**config.mk**
```make
export PLATFORM = sky130hd
export DESIGN_NAME = bram1be_server_flat
export DESIGN_NICKNAME = d
export VERILOG_FILES = /design/src/rtl/bram1be_server_if.sv /design/src/rtl/bram1be_server.sv /design/src/flat_wrapper.sv
export SDC_FILE = /design/constraint.sdc
export NUM_CORES = 1
export LEC_CHECK = 0
export ABC_AREA = 1
export CAP_MARGIN = 20
export CORE_ASPECT_RATIO = 1.75
export CORE_MARGIN = 2
export CORE_UTILIZATION = 35
export DETAILED_ROUTE_END_ITERATION = 8
export SETUP_SLACK_MARGIN = 0.4
export SLEW_MARGIN = 20
export SYNTH_ARGS = -nofsm -noshare
export SYNTH_HDL_FRONTEND = slang
export SYNTH_SLANG_ARGS = --single-unit
```
**constraint.sdc**
```tcl
create_clock -name CLK -period 1.88 [get_ports CLK]
set_clock_uncertainty 0.05 [all_clocks]
set_input_delay 0.282 -clock CLK [delete_from_list [all_inputs] [get_ports CLK]]
set_output_delay 0.282 -clock CLK [all_outputs]
set_load 0.02 [all_outputs]
```
**src/rtl/bram1be_server_if.sv**
```systemverilog
// Client/BRAM-side signal bundle for bram1be_server.
// The server takes the slave view: it accepts requests, returns responses
// and drives the BRAM pins. The client/memory side takes the master view.
interface bram1be_server_if #(
  parameter int ADDR_WIDTH = 1,
  parameter int DATA_WIDTH = 1,
  parameter int WE_WIDTH   = 1
);
  logic                  req_valid;
  logic                  req_ready;
  logic                  req_write;
  logic [WE_WIDTH-1:0]   req_be;
  logic [ADDR_WIDTH-1:0] req_addr;
  logic [DATA_WIDTH-1:0] req_data;

  logic                  resp_valid;
  logic                  resp_ready;
  logic [DATA_WIDTH-1:0] resp_data;

  logic                  bram_en;
  logic [WE_WIDTH-1:0]   bram_we;
  logic [ADDR_WIDTH-1:0] bram_addr;
  logic [DATA_WIDTH-1:0] bram_di;
  logic [DATA_WIDTH-1:0] bram_do;

  modport slave (
    input  req_valid, req_write, req_be, req_addr, req_data,
    input  resp_ready,
    input  bram_do,
    output req_ready,
    output resp_valid, resp_data,
    output bram_en, bram_we, bram_addr, bram_di
  );

  modport master (
    output req_valid, req_write, req_be, req_addr, req_data,
    output resp_ready,
    output bram_do,
    input  req_ready,
    input  resp_valid, resp_data,
    input  bram_en, bram_we, bram_addr, bram_di
  );
endinterface

```
**src/rtl/bram1be_server.sv**
```systemverilog
// Valid/ready front end for a single-port byte-enable BRAM.
// Requests go straight to the BRAM pins in the accept cycle. Read results
// come back after the BRAM latency and land in a small FIFO. A credit
// counter (reads accepted but not yet popped) holds back new reads so the
// FIFO can never overflow and no read result is ever dropped.
module bram1be_server #(
  parameter int PIPELINED  = 0,
  parameter int ADDR_WIDTH = 1,
  parameter int DATA_WIDTH = 1,
  parameter int CHUNKSIZE  = 1,
  parameter int WE_WIDTH   = 1,
  parameter int RESP_DEPTH = 4
) (
  input logic             CLK,
  input logic             RST,
  bram1be_server_if.slave bus
);

  localparam int L  = 1 + PIPELINED;
  localparam int PW = $clog2(RESP_DEPTH);
  localparam int CW = PW + 1;

  logic                  fire;
  logic                  rd_fire;
  logic                  push;
  logic                  pop;
  logic                  resp_valid;

  logic [L-1:0]          inflight_q, inflight_d;
  logic [PW-1:0]         wr_ptr_q, rd_ptr_q;
  logic [CW-1:0]         count_q, count_d;
  logic [CW-1:0]         outst_q, outst_d;
  logic [DATA_WIDTH-1:0] fifo_q [RESP_DEPTH];

  // Writes are always accepted; reads need a free credit. The credit count
  // is registered, so a pop only frees its slot on the following cycle and
  // req_ready never depends on resp_ready.
  assign bus.req_ready = bus.req_write | (outst_q < CW'(RESP_DEPTH));
  assign fire          = bus.req_valid & bus.req_ready & ~RST;
  assign rd_fire       = fire & ~bus.req_write;

  assign bus.bram_en   = fire;
  assign bus.bram_we   = (fire & bus.req_write) ? bus.req_be : '0;
  assign bus.bram_addr = bus.req_addr;
  assign bus.bram_di   = bus.req_data;

  // The oldest in-flight stage lines up with valid data on bram_do.
  assign push           = inflight_q[L-1];
  assign resp_valid     = (count_q != '0);
  assign pop            = resp_valid & bus.resp_ready;
  assign bus.resp_valid = resp_valid;
  assign bus.resp_data  = fifo_q[rd_ptr_q];

  // Next-state for the read-latency shift register and the two counters.
  always_comb begin
    inflight_d = (inflight_q << 1) | L'(rd_fire);
    count_d    = count_q + CW'(push) - CW'(pop);
    outst_d    = outst_q + CW'(rd_fire) - CW'(pop);
  end

  // Control state: in-flight tracking, FIFO pointers, occupancy and credits.
  always_ff @(posedge CLK) begin
    if (RST) begin
      inflight_q <= '0;
      wr_ptr_q   <= '0;
      rd_ptr_q   <= '0;
      count_q    <= '0;
      outst_q    <= '0;
    end else begin
      inflight_q <= inflight_d;
      count_q    <= count_d;
      outst_q    <= outst_d;
      if (push) wr_ptr_q <= wr_ptr_q + PW'(1);
      if (pop)  rd_ptr_q <= rd_ptr_q + PW'(1);
    end
  end

  // Response storage; contents need no reset since occupancy guards them.
  always_ff @(posedge CLK) begin
    if (push) fifo_q[wr_ptr_q] <= bus.bram_do;
  end

`ifndef SYNTHESIS
  if (DATA_WIDTH != WE_WIDTH * CHUNKSIZE) begin : g_bad_lanes
    $error("bram1be_server: DATA_WIDTH must equal WE_WIDTH*CHUNKSIZE");
  end
  if (RESP_DEPTH < 2 || (RESP_DEPTH & (RESP_DEPTH - 1)) != 0) begin : g_bad_depth
    $error("bram1be_server: RESP_DEPTH must be a power of two >= 2");
  end

  // Credits make FIFO overflow and counter overrun impossible.
  always @(posedge CLK) begin
    if (!RST) begin
      assert (!(push && count_q == CW'(RESP_DEPTH)));
      assert (outst_q <= CW'(RESP_DEPTH));
      assert (count_q <= outst_q);
    end
  end
`endif

endmodule

```
**src/flat_wrapper.sv**
```systemverilog
// flat-port wrapper written by rule: the top's interface ports become plain ports
module bram1be_server_flat 
#(
  parameter int PIPELINED  = 0,
  parameter int ADDR_WIDTH = 1,
  parameter int DATA_WIDTH = 1,
  parameter int CHUNKSIZE  = 1,
  parameter int WE_WIDTH   = 1,
  parameter int RESP_DEPTH = 4
)
  (CLK, RST, bus_req_valid, bus_req_write, bus_req_be, bus_req_addr, bus_req_data, bus_resp_ready, bus_bram_do, bus_req_ready, bus_resp_valid, bus_resp_data, bus_bram_en, bus_bram_we, bus_bram_addr, bus_bram_di);
  bram1be_server_if #(.ADDR_WIDTH(ADDR_WIDTH), .DATA_WIDTH(DATA_WIDTH), .WE_WIDTH(WE_WIDTH)) bus_i ();
  input logic CLK;
  input logic RST;
  input wire logic [$bits(bus_i.req_valid)-1:0] bus_req_valid;
  input wire logic [$bits(bus_i.req_write)-1:0] bus_req_write;
  input wire logic [$bits(bus_i.req_be)-1:0] bus_req_be;
  input wire logic [$bits(bus_i.req_addr)-1:0] bus_req_addr;
  input wire logic [$bits(bus_i.req_data)-1:0] bus_req_data;
  input wire logic [$bits(bus_i.resp_ready)-1:0] bus_resp_ready;
  input wire logic [$bits(bus_i.bram_do)-1:0] bus_bram_do;
  output wire logic [$bits(bus_i.req_ready)-1:0] bus_req_ready;
  output wire logic [$bits(bus_i.resp_valid)-1:0] bus_resp_valid;
  output wire logic [$bits(bus_i.resp_data)-1:0] bus_resp_data;
  output wire logic [$bits(bus_i.bram_en)-1:0] bus_bram_en;
  output wire logic [$bits(bus_i.bram_we)-1:0] bus_bram_we;
  output wire logic [$bits(bus_i.bram_addr)-1:0] bus_bram_addr;
  output wire logic [$bits(bus_i.bram_di)-1:0] bus_bram_di;
  assign bus_i.req_valid = bus_req_valid;
  assign bus_i.req_write = bus_req_write;
  assign bus_i.req_be = bus_req_be;
  assign bus_i.req_addr = bus_req_addr;
  assign bus_i.req_data = bus_req_data;
  assign bus_i.resp_ready = bus_resp_ready;
  assign bus_i.bram_do = bus_bram_do;
  assign bus_req_ready = bus_i.req_ready;
  assign bus_resp_valid = bus_i.resp_valid;
  assign bus_resp_data = bus_i.resp_data;
  assign bus_bram_en = bus_i.bram_en;
  assign bus_bram_we = bus_i.bram_we;
  assign bus_bram_addr = bus_i.bram_addr;
  assign bus_bram_di = bus_i.bram_di;
  bram1be_server #(.PIPELINED(PIPELINED), .ADDR_WIDTH(ADDR_WIDTH), .DATA_WIDTH(DATA_WIDTH), .CHUNKSIZE(CHUNKSIZE), .WE_WIDTH(WE_WIDTH), .RESP_DEPTH(RESP_DEPTH)) u_core (.CLK(CLK), .RST(RST), .bus(bus_i));
endmodule
```
# Yosys cells after proc, flatten, opt, wreduce, memory -nomap -nowiden
# Memory sizes are Yosys's and may differ from the RTL's. A register that Yosys moved wholly into a read port is not among the register bits.
# Cells that the tools add are included.
[word_totals] reg_bits=11 mem_count=1 wordCells=27 mem_bits_rw=4
[classes] reduce_logical=1 order_cmp=1 n_mux=5 n_addsub=6 bitwise_logic=8
[mem_list] name="u_core.fifo_q" words=4 width=1 read_ports=1 rd_clocked_by_memory_dff=1 write_ports=1 line_no="bram1be_server.sv:33" source="logic [DATA_WIDTH-1:0] fifo_q [RESP_DEPTH];"
[ops] cell="adder 3 x 1 -> 3 bit" n=2
[ops] cell="subtractor 3 x 1 -> 3 bit" n=2
[ops] cell="AND 1 bit" n=5
[ops] cell="adder 2 x 1 -> 2 bit (second input constant)" n=2
[ops] cell="two-way mux 2 bit" n=2
[ops] cell="< comparator 3 bit (second input constant)" n=1
[ops] cell="two-way mux 1 bit" n=3
[ops] cell="nonzero test 3 bit" n=1
[ops] cell="inverter 1 bit" n=2
[ops] cell="OR 1 bit" n=1

# Logic depth before layout (Yosys ltp)
# Gate-level depths: netlist of run 1.
[logic_depth] word_depth=7 mapped_depth=11 mapped_depth_nobuf=11

# Least setup slack after synthesis of run 1
# No wires, ideal clock.
[synth_path] path_kind="input to register" startpoint="in bus_req_write" endpoint="reg u_core.outst_q[2]" path_slack_ns=-0.266 t_arrival_ns=2.027 stages=11 cell_sequence="inv_1 nand2_1 nand2_1 nor2_2 nand2_1 ha_1 inv_1 ha_1 fa_1 nand3b_1 a21oi_1"
[synth_via] elab_chain_cells=6 word_cells_on_any_way=7
[synth_lines] item="start: declaration" line_no="flat_wrapper.sv:16" source="input wire logic [$bits(bus_i.req_write)-1:0] bus_req_write;"
[synth_lines] item="OR 1 bit" line_no="bram1be_server.sv:38" source="assign bus.req_ready = bus.req_write | (outst_q < CW'(RESP_DEPTH));"
[synth_lines] item="net bus_req_ready" line_no="flat_wrapper.sv:22" source="output wire logic [$bits(bus_i.req_ready)-1:0] bus_req_ready;"
[synth_lines] item="AND 1 bit (2 in series)" line_no="bram1be_server.sv:39" source="assign fire = bus.req_valid & bus.req_ready & ~RST;"
[synth_lines] item="net bus_bram_en" line_no="flat_wrapper.sv:25" source="output wire logic [$bits(bus_i.bram_en)-1:0] bus_bram_en;"
[synth_lines] item="AND 1 bit" line_no="bram1be_server.sv:40" source="assign rd_fire = fire & ~bus.req_write;"
[synth_lines] item="adder 3 x 1 -> 3 bit" line_no="bram1be_server.sv:58" source="outst_d = outst_q + CW'(rd_fire) - CW'(pop);"
[synth_lines] item="subtractor 3 x 1 -> 3 bit" line_no="bram1be_server.sv:58"
[synth_lines] item="end signal: assignment" line_no="bram1be_server.sv:72" source="outst_q <= outst_d;"
[synth_lines] item="end: declaration" line_no="bram1be_server.sv:32" source="logic [CW-1:0] outst_q, outst_d;"
# The timed path passes the listed nets, and every way through them passes these cells.
# A chain may end at the register's enable or synchronous reset.

# Worst setup path after layout of run 1
[layout_path] startpoint="reg u_core.outst_q[2]" endpoint="reg u_core.outst_q[2]"
[layout_via] elab_chain_cells=7
[layout_lines] item="< comparator 3 bit" line_no="bram1be_server.sv:38"
[layout_lines] item="OR 1 bit" line_no="bram1be_server.sv:38"
[layout_lines] item="AND 1 bit (2 in series)" line_no="bram1be_server.sv:39"
[layout_lines] item="AND 1 bit" line_no="bram1be_server.sv:40"
[layout_lines] item="adder 3 x 1 -> 3 bit *" line_no="bram1be_server.sv:58"
[layout_lines] item="subtractor 3 x 1 -> 3 bit *" line_no="bram1be_server.sv:58"
# Every way passes the cells marked *; elsewhere a longest branch is shown, timed or not.

==> qor.yml, run 1 <==
outcome:
  outcome: "finished, final reports clean"
pwr:
  p_total_mw: 1.39
  swShare_pct: 36.4
  leakage_nw: 0.578
  internal-power_mw: 0.884
  combPwrFrac_pct: 42.9
  p_clk_share_pct: 19.6
  switchingPower_mw: 0.505
  pwr-share-seq_pct: 37.4
  p_per_area_nw_per_um2: 1160
  ir_worst_vdd_mv: 0.447
worst_setup_path:
  critPathLaunchType: "register"
  critical_path_arrival_ns: 1.94
  worstSetupPathType: "reg -> reg"
  path_buf_inv: 1
  path_max_fanout: 2
  cp.required_ns: 2.01
  worstPathCellList: "nand2_4 > nand2_4 > nor2_4 > nand2_2 > ha_4 > inv_2 > ha_4 > fa_2 > nand3b_1 > a21oi_1"
  max_stage_delay_ns: 0.35
  end_kind: "register"
  cp_top_family: "adder cells"
  slowest_stage: "dfxtp_4"
final_layout:
  antenna_cells: 0
  nets: 149
  most-common-layout-cells: "inv_1, nand2_1, buf_4, nor2_1, dfxtp_1"
  synthToLayoutAreaGrowth_pct: 41.2
  regArea_um2: 390
  final_util_pct: 52.2
  fin_cells: 154
  multi_input_area_um2: 464
  drive_above_1_share_pct: 35.7
  final_area_um2: 1200
  nFillCells: 243
  layout_commonest_cell: "inv_1"
synth:
  netlist_instances: 104
  yosys.area.top_type: "dfxtp_1"
  ys_ff_latch: 17
  synth_top_area_share_pct: 30.6
  ys_seq_area_share_pct: 44.7
  netlist_area_um2: 851
  synth.avg_cell_area_um2: 8.18
  yosys_warnings: 0
  ys_top_cells_by_area: "dfxtp_1, edfxtp_1, ha_1, inv_1, nand2_1"
  yosys.cell_types.count: 15
  synth_nets: 123
global_route:
  grt_overflow: 0
  grt_pass1_vias: 694
  grt_pass1_wl_um: 2630
  grt_start_max_net_pins: 10
  grt_util_all_layers_pct: 13.6
  antenna_found_initial: 0
die:
  start_util_pct: 37.0
  die_area_um2: 2860
  num_rows: 23
  die_w_um: 41.3
  io_pins: 16
  core_area_um2: 2300
  die_h_um: 69.2
clocking:
  worstSkewPairLatency_ns: 0.25
  clkTransAtPathRegs_ns: 0.06
  cts.sink_count: 17
  cts_max_level: 1
  numCtsBuffers: 3
  cts_tree: "yes"
  clock_path_buffers: 2
  cts.root.buffer_cell: "clkbuf_8"
sta:
  rsz0062_at_grt: "true"
  worstMarginPinSlew_ns: 0.214
  finalSetupViolCount: 0
  tns_ns: 0
  hold_violations: 0
  period_needed_ns: 1.82
  fmax_mhz: 551
  slew_violations: 0
  slew_headroom_pct: 85.8
  finalCritPeriodShare_pct: 96.6
worst_hold_path:
  hold_class: "reg -> reg"
detailed_routing:
  firstDrtPassIters: 3
  remaining_drc_errors: 0
  viasPerCell: 4.59
  drt_iter0_markers: 4
  via_count: 707
  wl_per_cell_um: 10.6
  routed_wl_um: 1630
  ant_nets: 0
placement:
  dp_hpwl_um: 1170
  dp.cells: 143
  place_congestion: 0.675
  place_area_um2: 1050
  io_buffers: 11
run:
  maxCapViolCount: 0
-- area by class of cell --
| type | instances | share of cell area [%] |
|---|---|---|
| tap | 25 | 2.60 |
| sequential | 17 | 32.5 |
| multi-input combinational | 60 | 38.6 |
| clock buffer | 4 | 3.75 |
| timing repair buffer | 23 | 14.7 |
| inverter | 25 | 7.81 |
-- worst paths after layout --
| kind | cells after the start | endpoint | slack [ns] | from |
|---|---|---|---|---|
| min reg2reg | 2 | u_core.rd_ptr_q[0] | 0.44 | u_core.rd_ptr_q[0] |
| max reg2reg | 10 | u_core.outst_q[2] | 0.06 | u_core.outst_q[2] |
| min | 2 | u_core.rd_ptr_q[0] | 0.44 | u_core.rd_ptr_q[0] |
| max | 10 | u_core.outst_q[2] | 0.06 | u_core.outst_q[2] |
-- logic make-up after synthesis --
| group | count (synthesis) | share of synthesized area (%) |
|---|---|---|
| adder cells (fa/ha/maj) | 10 | 16.5 |
| AO/OA/AOI/OAI | 12 | 7.35 |
| buffers and inverters | 27 | 12.8 |
| flip-flops | 17 | 44.7 |
| AND/OR/NAND/NOR | 38 | 18.7 |
-- synth_stat cells, drive strengths merged --
| master | instances |
|---|---|
| a21boi | 1 |
| a21oi | 6 |
| buf | 2 |
| dfxtp | 13 |
| edfxtp | 4 |
| fa | 2 |
| ha | 8 |
| inv | 25 |
| nand2 | 21 |
| nand3 | 2 |
| nand3b | 1 |
| nor2 | 14 |
| o21ai | 5 |
-- power groups by stage --
stage,combinational [mW],clock [mW],sequential [mW]
2_1_floorplan,0.356,0,0.497
3_3_place_gp,0.473,0,0.505
3_5_place_dp,0.490,0,0.509
4_1_cts,0.548,0.286,0.510
5_1_grt,0.685,0.300,0.531
6_report,0.596,0.273,0.520
-- worst reg2reg max path: cells and delay by family (launching register included) --
kind | cells | cell delay, ns
fa+ha+maj | 3 | 0.73
simple gates | 5 | 0.45
flops | 1 | 0.35
compound gates | 1 | 0.13
buf+inv | 1 | 0.04
-- layer usage --
metal | part of all wire, % | GRT usage (%) | vias to the layer above
met1 | 35 | 12.8 | 327
met3 | 3.9 | 2.88 | 5
met4 | 2.9 | 8.60 | 0
li1 | - | - | 360
met2 | 58 | 23.4 | 15
met5 | 0 | 0 | -
-- what timing repair did --
item / CTS / global route
pin swaps: 12 / 9
setup buffers: 3 / 4
endpoints found under the setup margin: 11 / 8
hold buffers: 0 / 0
gates resized for setup: 32 / 11
-- stage by stage --
step | setup slack (ns) | hold slack, ns
6_report | 0.0644 | 0.437
5_1_grt | -0.00380 | 0.495
4_1_cts | 0.0655 | 0.448
3_5_place_dp | -0.518 | 0.431
3_3_place_gp | -0.461 | 0.413
2_1_floorplan | -0.0561 | 0.294
Note: power is estimated with default switching activity, not from simulation.
==> run 2: changes to the inputs <==
--- a/config.mk
+++ b/config.mk
@@ -7,10 +7,10 @@
 export LEC_CHECK = 0
 export ABC_AREA = 1
 export CAP_MARGIN = 20
-export CORE_ASPECT_RATIO = 1.75
 export CORE_MARGIN = 2
-export CORE_UTILIZATION = 35
+export CORE_UTILIZATION = 45
 export DETAILED_ROUTE_END_ITERATION = 8
+export PLACE_DENSITY = 0.73
 export SETUP_SLACK_MARGIN = 0.4
 export SLEW_MARGIN = 20
 export SYNTH_ARGS = -nofsm -noshare
==> constraint.sdc (replaced) <==
create_clock -name CLK -period 1.5 [get_ports CLK]
set_clock_uncertainty 0.05 [all_clocks]
set_input_delay 0.225 -clock CLK [delete_from_list [all_inputs] [get_ports CLK]]
set_output_delay 0.225 -clock CLK [all_outputs]
set_load 0.02 [all_outputs]
==> run 2 against run 1 <==
Effect of this change: the run now ends with negative setup slack left; sequential share of layout area decreased by 4.3 points; power increased by 41%; worst hold slack got worse by 0.25 ns; wire length increased by 9.5%; utilization increased by 27 points; register-to-register slack got worse by 0.37 ns; clock power decreased by 9.5%; clock-buffer cell count unchanged; setup slack got worse by 0.37 ns; combinational power increased by 78%.
==> qor.yml, run 2 (synthesis gave the netlist of run 1 again) <==
outcome:
  outcome: "finished, violations left"
  violations: "negative setup slack"
worst_setup_path:
  critical_path_arrival_ns: 1.99
  cp.required_ns: 1.68
  slowest_stage: "dfxtp_2"
  max_stage_delay_ns: 0.35
  end_kind: "register"
  path_max_fanout: 2
  critPathLaunchType: "register"
  worstPathCellList: "nand2_4 > nand2_4 > nor2_4 > nand2_2 > ha_4 > inv_2 > ha_4 > fa_2 > nand3b_1 > a21oi_2"
  worstSetupPathType: "reg -> reg"
detailed_routing:
  firstDrtPassIters: 3
  via_count: 728
  drt_iter0_markers: 6
  wl_per_cell_um: 10.8
  remaining_drc_errors: 0
  routed_wl_um: 1790
  viasPerCell: 4.39
  ant_nets: 0
final_layout:
  layout_commonest_cell: "buf_4"
  antenna_cells: 0
  most-common-layout-cells: "buf_4, inv_1, nand2_1, buf_6, inv_2"
  drive_above_1_share_pct: 53.2
  fin_cells: 166
  synthToLayoutAreaGrowth_pct: 61.9
  final_util_pct: 78.9
  nFillCells: 124
  nets: 161
run:
  maxCapViolCount: 0
die:
  core_area_um2: 1750
  die_area_um2: 2250
  num_rows: 15
  die_h_um: 47.5
  io_pins: 16
  start_util_pct: 48.7
  die_w_um: 47.5
clocking:
  hold_buffers: 0
  cts_tree: "yes"
  cts.sink_count: 17
  cts.root.buffer_cell: "clkbuf_4"
  cts_max_level: 1
  numCtsBuffers: 3
  clock_path_buffers: 2
  worstSkewPairLatency_ns: 0.29
  clkTransAtPathRegs_ns: 0.10
placement:
  io_buffers: 11
  dp_hpwl_um: 1190
  dp.cells: 151
  place_congestion: 0.696
sta:
  hold_violations: 0
  setup_slack_ns: -0.309
  slew_violations: 0
  period_needed_ns: 1.81
  fmax_mhz: 553
  worstMarginPinSlew_ns: 0.203
  finalSetupViolCount: 5
  rsz0062_at_grt: "true"
  finalCritPeriodShare_pct: 121
  slew_headroom_pct: 86.4
pwr:
  p_per_area_nw_per_um2: 1420
  leakage_nw: 0.661
  ir_worst_vdd_mv: 0.986
global_route:
  grt_start_max_net_pins: 10
  grt_util_all_layers_pct: 18.4
  antenna_found_initial: 0
  grt_pass1_vias: 675
  grt_overflow: 0
  grt_pass1_wl_um: 2730
worst_hold_path:
  hold_class: "in -> reg"
## run 2: changes by cell type in the layout (fill, tap and decap cells not counted), moves of 5 or more
cell	previous run	this run
buf_4	13	18
inv_2	5	10
inv_1	20	15
buf_6	0	12
## run 2: cell type report
type,instances,area (um2),share of cell area (%)
Sequential cell,17,389,28.2
Tap cell,25,31.3,2.27
Clock buffer,4,26.3,1.91
Multi-Input combinational cell,60,520,37.8
Inverter,25,93.8,6.81
Timing Repair Buffer,35,317,23.0
## run 2: where the power goes
group	switching [mW]	total [mW]	internal [mW]
clock	0.143	0.247	0.103
sequential	0.0807	0.652	0.571
combinational	0.504	1.06	0.558
total	0.728	1.96	1.23
## run 2: worst paths after layout
path	startpoint	slack, ns	to	cells past startpoint
max	u_core.outst_q[2]	-0.31	u_core.outst_q[2]	10
min	RST	0.19	u_core.inflight_q	4
max reg2reg	u_core.outst_q[2]	-0.31	u_core.outst_q[2]	10
min reg2reg	u_core.wr_ptr_q[1]	0.47	u_core.wr_ptr_q[1]	2
## run 2: worst max-delay path, delay by kind of cell, from the launching register on
family          cells  cell delay (ns)
fa+ha+maj           3             0.73
flops               1             0.35
compound gates      1             0.11
buf+inv             1             0.04
simple gates        5             0.46
## run 2: per-layer routing
layer	vias up	track usage (%)	share of wire, %
li1	387	-	-
met1	325	20.9	43
met2	12	32.2	53
met3	4	3.77	2.6
met4	0	10.0	1.9
met5	-	0	0
## run 2: stage by stage
step                hold slack (ns)  TNS (ns)  power, mW  cell area, um2  setup slack, ns
global route                  0.197     -1.37       2.10            1380           -0.392
CTS                           0.207     -1.05       1.86            1290           -0.313
finish                        0.189     -1.08       1.96            1380           -0.309
floorplan                     0.237     -1.12       1.11             913           -0.422
global placement              0.400     -4.24       1.36            1140           -0.776
detailed placement            0.400     -4.46       1.40            1140           -0.821
## run 2: what timing repair did
item                       in CTS  in global routing
pin swaps                       8                  8
cloned                          0                  0
setup endpoints to repair      17                 17
setup buffers                   5                  6
resized for setup              62                 16
